File: src/rtl/branch_stall_ctrl.sv
// ID-stage hazard-stall controller: branch/load-use stalls, taken-branch IF/ID flush.
// Optional perf counters are built when BRANCH_STALL_PERF_EN is defined.
module branch_stall_ctrl #(
    parameter int unsigned PERF_W = 32
) (
    input  logic              clk,
    input  logic              rst_n,
    input  logic              Freeze,
    input  logic [1:0]        Branch,
    input  logic              ID_UsesRs,
    input  logic              ID_UsesRt,
    input  logic [4:0]        IF_ID_RegisterRs,
    input  logic [4:0]        IF_ID_RegisterRt,
    input  logic              ID_EX_RegWrite,
    input  logic              ID_EX_MemRead,
    input  logic [4:0]        ID_EX_RegisterRd,
    input  logic              EX_MEM_MemRead,
    input  logic [4:0]        EX_MEM_RegisterRd,
    input  logic              BranchTaken,
    output logic              PCWrite,
    output logic              IF_ID_Write,
    output logic              ID_EX_Bubble,
    output logic              IF_ID_Flush,
    output logic [PERF_W-1:0] StallCnt,
    output logic [PERF_W-1:0] FlushCnt
);

    typedef enum logic {
        RUN  = 1'b0,
        HOLD = 1'b1
    } stallState_e;

    stallState_e state;

    logic isBranch;
    logic matchEx;
    logic matchMem;
    logic hazTwo;
    logic hazOne;
    logic stall;

    // A source only matches when it is actually read and is not $0.
    always_comb begin
        isBranch = (Branch != 2'b00);
        matchEx  = (ID_EX_RegisterRd != 5'd0) &&
                   ((ID_UsesRs && (IF_ID_RegisterRs == ID_EX_RegisterRd)) ||
                    (ID_UsesRt && (IF_ID_RegisterRt == ID_EX_RegisterRd)));
        matchMem = (EX_MEM_RegisterRd != 5'd0) &&
                   ((ID_UsesRs && (IF_ID_RegisterRs == EX_MEM_RegisterRd)) ||
                    (ID_UsesRt && (IF_ID_RegisterRt == EX_MEM_RegisterRd)));
        hazTwo   = isBranch && ID_EX_MemRead && matchEx;
        hazOne   = (isBranch && ID_EX_RegWrite && matchEx && !ID_EX_MemRead) ||
                   (isBranch && EX_MEM_MemRead && matchMem) ||
                   (!isBranch && ID_EX_MemRead && matchEx);
    end

    always_comb begin
        stall        = !Freeze && ((state == HOLD) || hazTwo || hazOne);
        PCWrite      = !Freeze && !stall;
        IF_ID_Write  = !Freeze && !stall;
        ID_EX_Bubble = stall;
        IF_ID_Flush  = !Freeze && !stall && isBranch && BranchTaken;
    end

    always_ff @(posedge clk or negedge rst_n) begin
        if (!rst_n) begin
            state <= RUN;
        end else if (!Freeze) begin
            if (state == HOLD)
                state <= RUN;
            else if (hazTwo)
                state <= HOLD;
            else
                state <= RUN;
        end
    end

`ifdef BRANCH_STALL_PERF_EN
    logic [PERF_W-1:0] stallCntQ;
    logic [PERF_W-1:0] flushCntQ;

    // Both counters saturate; stall already excludes freeze cycles.
    always_ff @(posedge clk or negedge rst_n) begin
        if (!rst_n) begin
            stallCntQ <= '0;
            flushCntQ <= '0;
        end else begin
            if (stall && (stallCntQ != '1))
                stallCntQ <= stallCntQ + 1'b1;
            if (IF_ID_Flush && (flushCntQ != '1))
                flushCntQ <= flushCntQ + 1'b1;
        end
    end

    assign StallCnt = stallCntQ;
    assign FlushCnt = flushCntQ;
`else
    assign StallCnt = '0;
    assign FlushCnt = '0;
`endif

endmodule

File: config.mk
export PLATFORM = sky130hd
export DESIGN_NAME = branch_stall_ctrl
export DESIGN_NICKNAME = d
export VERILOG_FILES = /design/src/rtl/branch_stall_ctrl.sv
export SDC_FILE = /design/constraint.sdc
export NUM_CORES = 1
export LEC_CHECK = 0
export CAP_MARGIN = 20
export CORE_UTILIZATION = 29
export CTS_CLUSTER_SIZE = 25
export DETAILED_ROUTE_END_ITERATION = 8
export PLACE_DENSITY_LB_ADDON = 0.3
export SLEW_MARGIN = 10
export SYNTH_ARGS = -nofsm -noshare
export SYNTH_HDL_FRONTEND = slang
export SYNTH_SLANG_ARGS = --single-unit
File: constraint.sdc
create_clock -name clk -period 2.2 [get_ports clk]
set_input_delay 0.22 -clock clk [delete_from_list [all_inputs] [get_ports clk]]
set_output_delay 0.22 -clock clk [all_outputs]
set_load 0.005 [all_outputs]
==> flow_summary.yaml, run 1 <==
global_route:
  grt_pass1_wl_mm: 2.20
  antenna_found_initial: 0
  grt_pass1_vias: 526
  grtUsageTotal: 0.0839
  grt-ovfl-total: 0
  grt_max_degree: 5
placement:
  place.gp.congestion: 0.721
  port_buffers: 34
  dp.cells: 183
  dp_hpwl_mm: 1.37
timing:
  fmaxAchievable_mhz: 461
  finalMaxSlewViolations: 0
  rsz0062_at_grt: "yes"
  finClkSkew_ns: 0
  setup_viol: 0
  fin_crit_ns: 2.17
  hold_viol_final: 0
  fin_hold_ws_ns: 0.372
  post-route-period-util: 0.986
  fin_tns_setup_ns: 0
synth:
  synth_top_family_by_area: "buffers and inverters"
  synth_compound_area_frac: 0.0603
  syn_avg_cell_area_sq_um: 7.73
  synth_xor_area_frac: 0.206
  synth_warnings: 0
  synth_async_sr_flop_share: 1.00
  synth_mux_area_frac: 0
  yosysSeqAreaShare: 0.0294
  synth_edf_count: 0
  ys_types: 20
  synth_cells: 110
  syn_area_sq_um: 851
  synth_ff_type: "dfrtp_1"
  yosys.area_share.simple: 0.122
  synthAdderAreaFrac: 0
  synth_seq_cells: 1
cells_and_area:
  final_cell_count_no_fill: 191
  reg_top3: "state x1"
  drive_gt1_frac: 0.181
  multi_input_area_sq_um: 604
  syn_to_final_growth_pct: 34.0
  regArea_sq_um: 25.0
  nFillCells: 280
  largest_register_ffs: 1
  regMostFlops: "state"
  num_antenna_cells: 0
  finish.utilization: 0.413
  nNetsFinal: 193
clocking:
  ctsHoldBuffers: 0
  clk_latency_ns: 0
  cts.clk_slew.worst_paths_ns: 0
setup_path:
  worstPathArrival_ns: 2.04
  cp_cell_sequence: "clkdlybuf4s15_2 -> or4_4 -> nor2_4 -> buf_4 -> buf_4 -> buf_4 -> buf_4 -> buf_4 -> buf_4 -> buf_4 -> buf_4 -> nor2_1 -> a32o_1"
  crit_fanout: 3
  setup.worst_path.start_class: "input pin"
  cp_num_buf_inv: 9
  crit_slowest_cell: "or4_4"
  crit_path_max_incr_delay_ns: 0.55
  critPathRequiredTime_ns: 2.08
  cpMostUsedCell: "buf_4"
  critPathKind: "in2reg"
  crit_family: "buffers and inverters"
  cp-end-kind: "register"
  r2r_setup_slack_ns: 1.28
routing:
  ant_nets: 0
  routed_wl_mm: 1.55
  vias_per_cell: 3.66
  drt_pass1_iterations: 3
  num_vias: 700
  dr.first_iter.drc_count: 2
  drc: 0
  wl_per_cell_um: 8.09
die:
  die_w_um: 56.2
  die_h_um: 56.2
  core_area_sq_mm: 0.00276
  start_util: 0.309
  ios: 99
  row_count: 19
  fp.dieArea_sq_mm: 0.00315
power_and_ir_drop:
  p_leak_uw: 0.000627
  p_per_area_mw_per_mm2: 158
  max-vdd-ir-drop_v: 0.0000956
  total_power_uw: 180
hold_path:
  hp-class: "in2async"
run_status:
  status: "complete, no violations"
flow_run:
  drv_cap: 0
==> layout make-up <==
class,count,share of cell area
inverter,1,0.00329
multi-input combinational,106,0.530
sequential,1,0.0220
tap,31,0.0340
timing repair buffer,52,0.411
==> Yosys cell counts (2+ instances only) <==
library cell	number	area, sq um
a32oi_1	2	17.5
xnor2_1	4	35.0
and2_1	2	12.5
nor2_1	4	15.0
buf_4	65	488
nor4_1	3	18.8
xor2_1	16	140
or4_1	2	15.0
==> metrics by stage <==
| stage | instance area [sq um] | setup WS, ns |
|---|---|---|
| 6_report | 1140 | 0.0313 |
| 5_1_grt | 1140 | -0.0531 |
| 4_1_cts | 1110 | -0.0194 |
| 3_5_place_dp | 1050 | -0.451 |
| 3_3_place_gp | 1050 | -0.380 |
| 2_1_floorplan | 1090 | 0.569 |
==> kinds of logic (layout without fill, tap and decap cells) <==
kind of cell,count (synthesis),in the layout
DFF,1,1
xor gates and xnor gates,20,20
AOI/OAI and AO/OA,6,6
other,1,64
and+or+nand+nor,16,16
buffers and inverters,66,53
==> cells in the final DEF (no fill, tap or decap), types with 2 or more instances in the layout <==
master,n
conb_1,64
buf_4,18
xor2_1,16
clkdlybuf4s50_1,13
dlygate4sd2_1,12
xnor2_1,4
dlymetal6s2s_1,4
nor4_2,3
nor2_1,3
and2_1,2
a32oi_1,2
or4_4,2
clkdlybuf4s15_1,2
clkdlybuf4s15_2,2
==> final timing paths <==
path | startpoint | to | depth (start not counted)
min in group clk | state$_DFFE_PN0N_ | state$_DFFE_PN0N_ | 1
worst max-delay path | ID_EX_RegisterRd[3] | state$_DFFE_PN0N_ | 13
worst max register to register | state$_DFFE_PN0N_ | state$_DFFE_PN0N_ | 2
max in group asynchronous | rst_n | state$_DFFE_PN0N_ | 1
worst min-delay path | rst_n | state$_DFFE_PN0N_ | 1
worst min register to register | state$_DFFE_PN0N_ | state$_DFFE_PN0N_ | 1
==> layer usage <==
| metal | routed length, um | GRT usage | vias to the layer above | share of wire |
|---|---|---|---|---|
| met5 | 0 | 0 | - | 0 |
| met4 | 0 | 0 | 0 | 0 |
| met3 | 107 | 0 | 0 | 0.069 |
| met2 | 851 | 0.172 | 49 | 0.55 |
| met1 | 587 | 0.103 | 318 | 0.38 |
| li1 | - | - | 333 | - |
==> where the power goes <==
| part | internal [uW] | switching (uW) |
|---|---|---|
| clock network | 0 | 0 |
| logic | 83.8 | 77.3 |
| registers | 19.0 | 0.357 |
==> repair_timing <==
action / in CTS / in global routing
gates resized for setup: 25 / 11
pin swaps: 9 / 7
setup buffers: 8 / 0
endpoints found under the setup margin: 4 / 5
Power figures use the tool's default switching activity.
==> inputs of run 2 (changes only) <==
--- a/config.mk
+++ b/config.mk
@@ -5,8 +5,9 @@
 export SDC_FILE = /design/constraint.sdc
 export NUM_CORES = 1
 export LEC_CHECK = 0
+export ABC_AREA = 1
 export CAP_MARGIN = 20
-export CORE_UTILIZATION = 29
+export CORE_UTILIZATION = 32
 export CTS_CLUSTER_SIZE = 25
 export DETAILED_ROUTE_END_ITERATION = 8
 export PLACE_DENSITY_LB_ADDON = 0.3
==> run 2 against run 1 <==
Effect of this change: the run now ends with DRC left; register-to-register slack improved by 0.06 ns; flip-flop and latch count unchanged; via count grew 26%; cell count rose by 28%; critical path depth shrank 3; critical endpoint is now IF_ID_Write; wire length grew 20%; final area grew 1.9%; core utilization down 0.63 points; power increased by 5.1%; synthesized area rose by 18%.
==> flow_summary.yaml, run 2 <==
routing:
  routed_wl_mm: 1.85
  vias_per_cell: 3.61
  ant_nets: 0
  dr.first_iter.drc_count: 19
  wl_per_cell_um: 7.58
  num_vias: 881
  drc: 8
  drt_pass1_iterations: 6
synth:
  ys_types: 19
  synth_async_sr_flop_share: 1.00
  synth_edf_count: 0
  synth_seq_cells: 1
  synth_warnings: 0
  synth_top_cell_by_area: "buf_4"
  synth_top_area_share: 0.487
  synth_ff_type: "dfrtp_1"
  syn_avg_cell_area_sq_um: 5.54
  yosysSeqAreaShare: 0.0250
  synth_common_cells: "65 x buf_4, 49 x nand2_1, 21 x inv_1"
  synth_most_common_cell: "buf_4"
  syn_area_sq_mm: 0.00100
  synth_area_leaders: "buf_4 49%, nand2_1 18%, inv_1 7.9%, nor2_1 6.4%, dfrtp_1 2.5%"
  synth_cells: 181
timing:
  fin_tns_setup_ns: 0
  fin_hold_ws_ns: 0.369
  finClkSkew_ns: 0
  finalMaxSlewViolations: 0
  fin_crit_ns: 2.10
  hold_viol_final: 0
  fin_ws_ns: 0.102
  post-route-period-util: 0.954
  rsz0062_at_grt: "no"
  setup_viol: 0
  fmaxAchievable_mhz: 477
cells_and_area:
  layout_common_cells: "64 x conb_1, 48 x nand2_1, 26 x clkdlybuf4s50_1"
  drive_gt1_frac: 0.0610
  finish.utilization: 0.407
  largest_register_ffs: 1
  nNetsFinal: 246
  num_antenna_cells: 0
  regMostFlops: "state"
  reg_top3: "state x1"
  final_common_cell: "conb_1"
  syn_to_final_growth_pct: 15.9
power_and_ir_drop:
  p_switching_uw: 90.3
  p_per_area_mw_per_mm2: 163
  intPower_uw: 99.5
  seqPwrFrac: 0.101
  p_sw_frac: 0.476
  max-vdd-ir-drop_v: 0.0000595
  comb_power_share: 0.899
  p_clk_frac: 0
  p_leak_uw: 0.000788
global_route:
  grt_pass1_vias: 648
  grt_pass1_wl_mm: 2.74
  grt-ovfl-total: 0
  grt_max_degree: 6
  grtUsageTotal: 0.0999
  antenna_found_initial: 0
setup_path:
  setup.worst_path.start_class: "input pin"
  critPathRequiredTime_ns: 1.98
  crit_path_max_incr_delay_ns: 0.50
  cp_cell_sequence: "clkdlybuf4s50_1 -> inv_1 -> o21ai_0 -> nor2_1 -> nand3_1 -> nand2_2 -> nand2_2 -> nand4_2 -> inv_1 -> clkdlybuf4s50_1"
  critPathKind: "in2out"
  cp_num_buf_inv: 4
  crit_family: "buffers and inverters"
  crit_slowest_cell: "clkdlybuf4s50_1"
  worstPathArrival_ns: 1.88
  cp-end-kind: "output pin"
  crit_fanout: 3
die:
  die_h_um: 58.0
  row_count: 19
  core_area_sq_mm: 0.00285
  fp.dieArea_sq_mm: 0.00336
  die_w_um: 58.0
  start_util: 0.351
  ios: 99
clocking:
  clk_latency_ns: 0
  cts.clk_slew.worst_paths_ns: 0
  post_cts_buffers: 0
placement:
  port_buffers: 34
  place.gp.congestion: 0.789
  dpl_worst_slack_ns: 0.00368
  dp_hpwl_mm: 1.69
hold_path:
  hp-class: "in2async"
run_status:
  status: "complete, but fails checks"
  violations: "DRC"
flow_run:
  drv_cap: 0
## run 2: cell count changes after synthesis, moves of 3 or more
cell and delta:
inv_1 +20, xnor2_1 -4, o21ai_0 +5, inv_2 +3
nand3_1 +5, nor4_1 -3, nor2_1 +13, nand2_1 +49
xor2_1 -15
## run 2: cell type report
| cell class | count | area (sq um) |
|---|---|---|
| timing repair buffer | 34 | 360 |
| fill | 330 | 1690 |
| tap | 31 | 38.8 |
| sequential | 1 | 25.0 |
| inverter | 24 | 90.1 |
| multi-input combinational | 154 | 647 |
## run 2: worst reg2reg max path: stages (launching register included)
cell and delay, ns:
dfrtp_1 0.33, inv_1 0.11, nand2_1 0.06, nor2_1 0.09, nand4_1 0.09, o21ai_0 0.08
## run 2: cells by family (layout without fill, tap and decap cells)
group,after synthesis,in the layout,share of synthesized area
compound gates,10,10,0.0562
xor+xnor,1,1,0.00874
buf+inv,89,58,0.577
flops,1,1,0.0250
other cells,1,64,0.00374
simple gates,79,79,0.330
## run 2: through the flow
| step | std cells | instance area [sq um] | power [uW] |
|---|---|---|---|
| 2_1_floorplan | 244 | 1240 | 187 |
| 3_3_place_gp | 244 | 1130 | 188 |
| 3_5_place_dp | 244 | 1130 | 187 |
| 4_1_cts | 244 | 1130 | 188 |
| 5_1_grt | 244 | 1160 | 213 |
| 6_report | 244 | 1160 | 190 |
## run 2: final timing paths
check	endpoint	slack (ns)	startpoint	cells past startpoint
worst max-delay path	IF_ID_Write	0.10	IF_ID_RegisterRs[1]	10
max in group asynchronous	state$_DFFE_PN0N_	1.73	rst_n	1
worst min-delay path	state$_DFFE_PN0N_	0.37	rst_n	1
worst max register to register	state$_DFFE_PN0N_	1.34	state$_DFFE_PN0N_	5
min in group clk	state$_DFFE_PN0N_	0.59	state$_DFFE_PN0N_	2
worst min register to register	state$_DFFE_PN0N_	0.59	state$_DFFE_PN0N_	2
## run 2: repair_timing
action / 4_1_cts / 5_1_grt
setup endpoints to repair: 0 / 4
hold buffers: 0 / 0
resized for setup: 0 / 14
## run 2: power by group through the flow
stage | Combinational, uW | Sequential, uW | Clock (uW)
global placement | 169 | 19.2 | 0
detailed placement | 168 | 19.2 | 0
global route | 194 | 19.2 | 0
CTS | 169 | 19.2 | 0
finish | 171 | 19.2 | 0
floorplan | 168 | 19.2 | 0
## run 2: metal layers
metal | global-route usage | vias up | wire length (um)
met5 | 0 | - | 0
met4 | 0 | 0 | 0
met3 | 0.00670 | 0 | 181
met2 | 0.172 | 56 | 858
met1 | 0.145 | 349 | 809
li1 | - | 476 | -
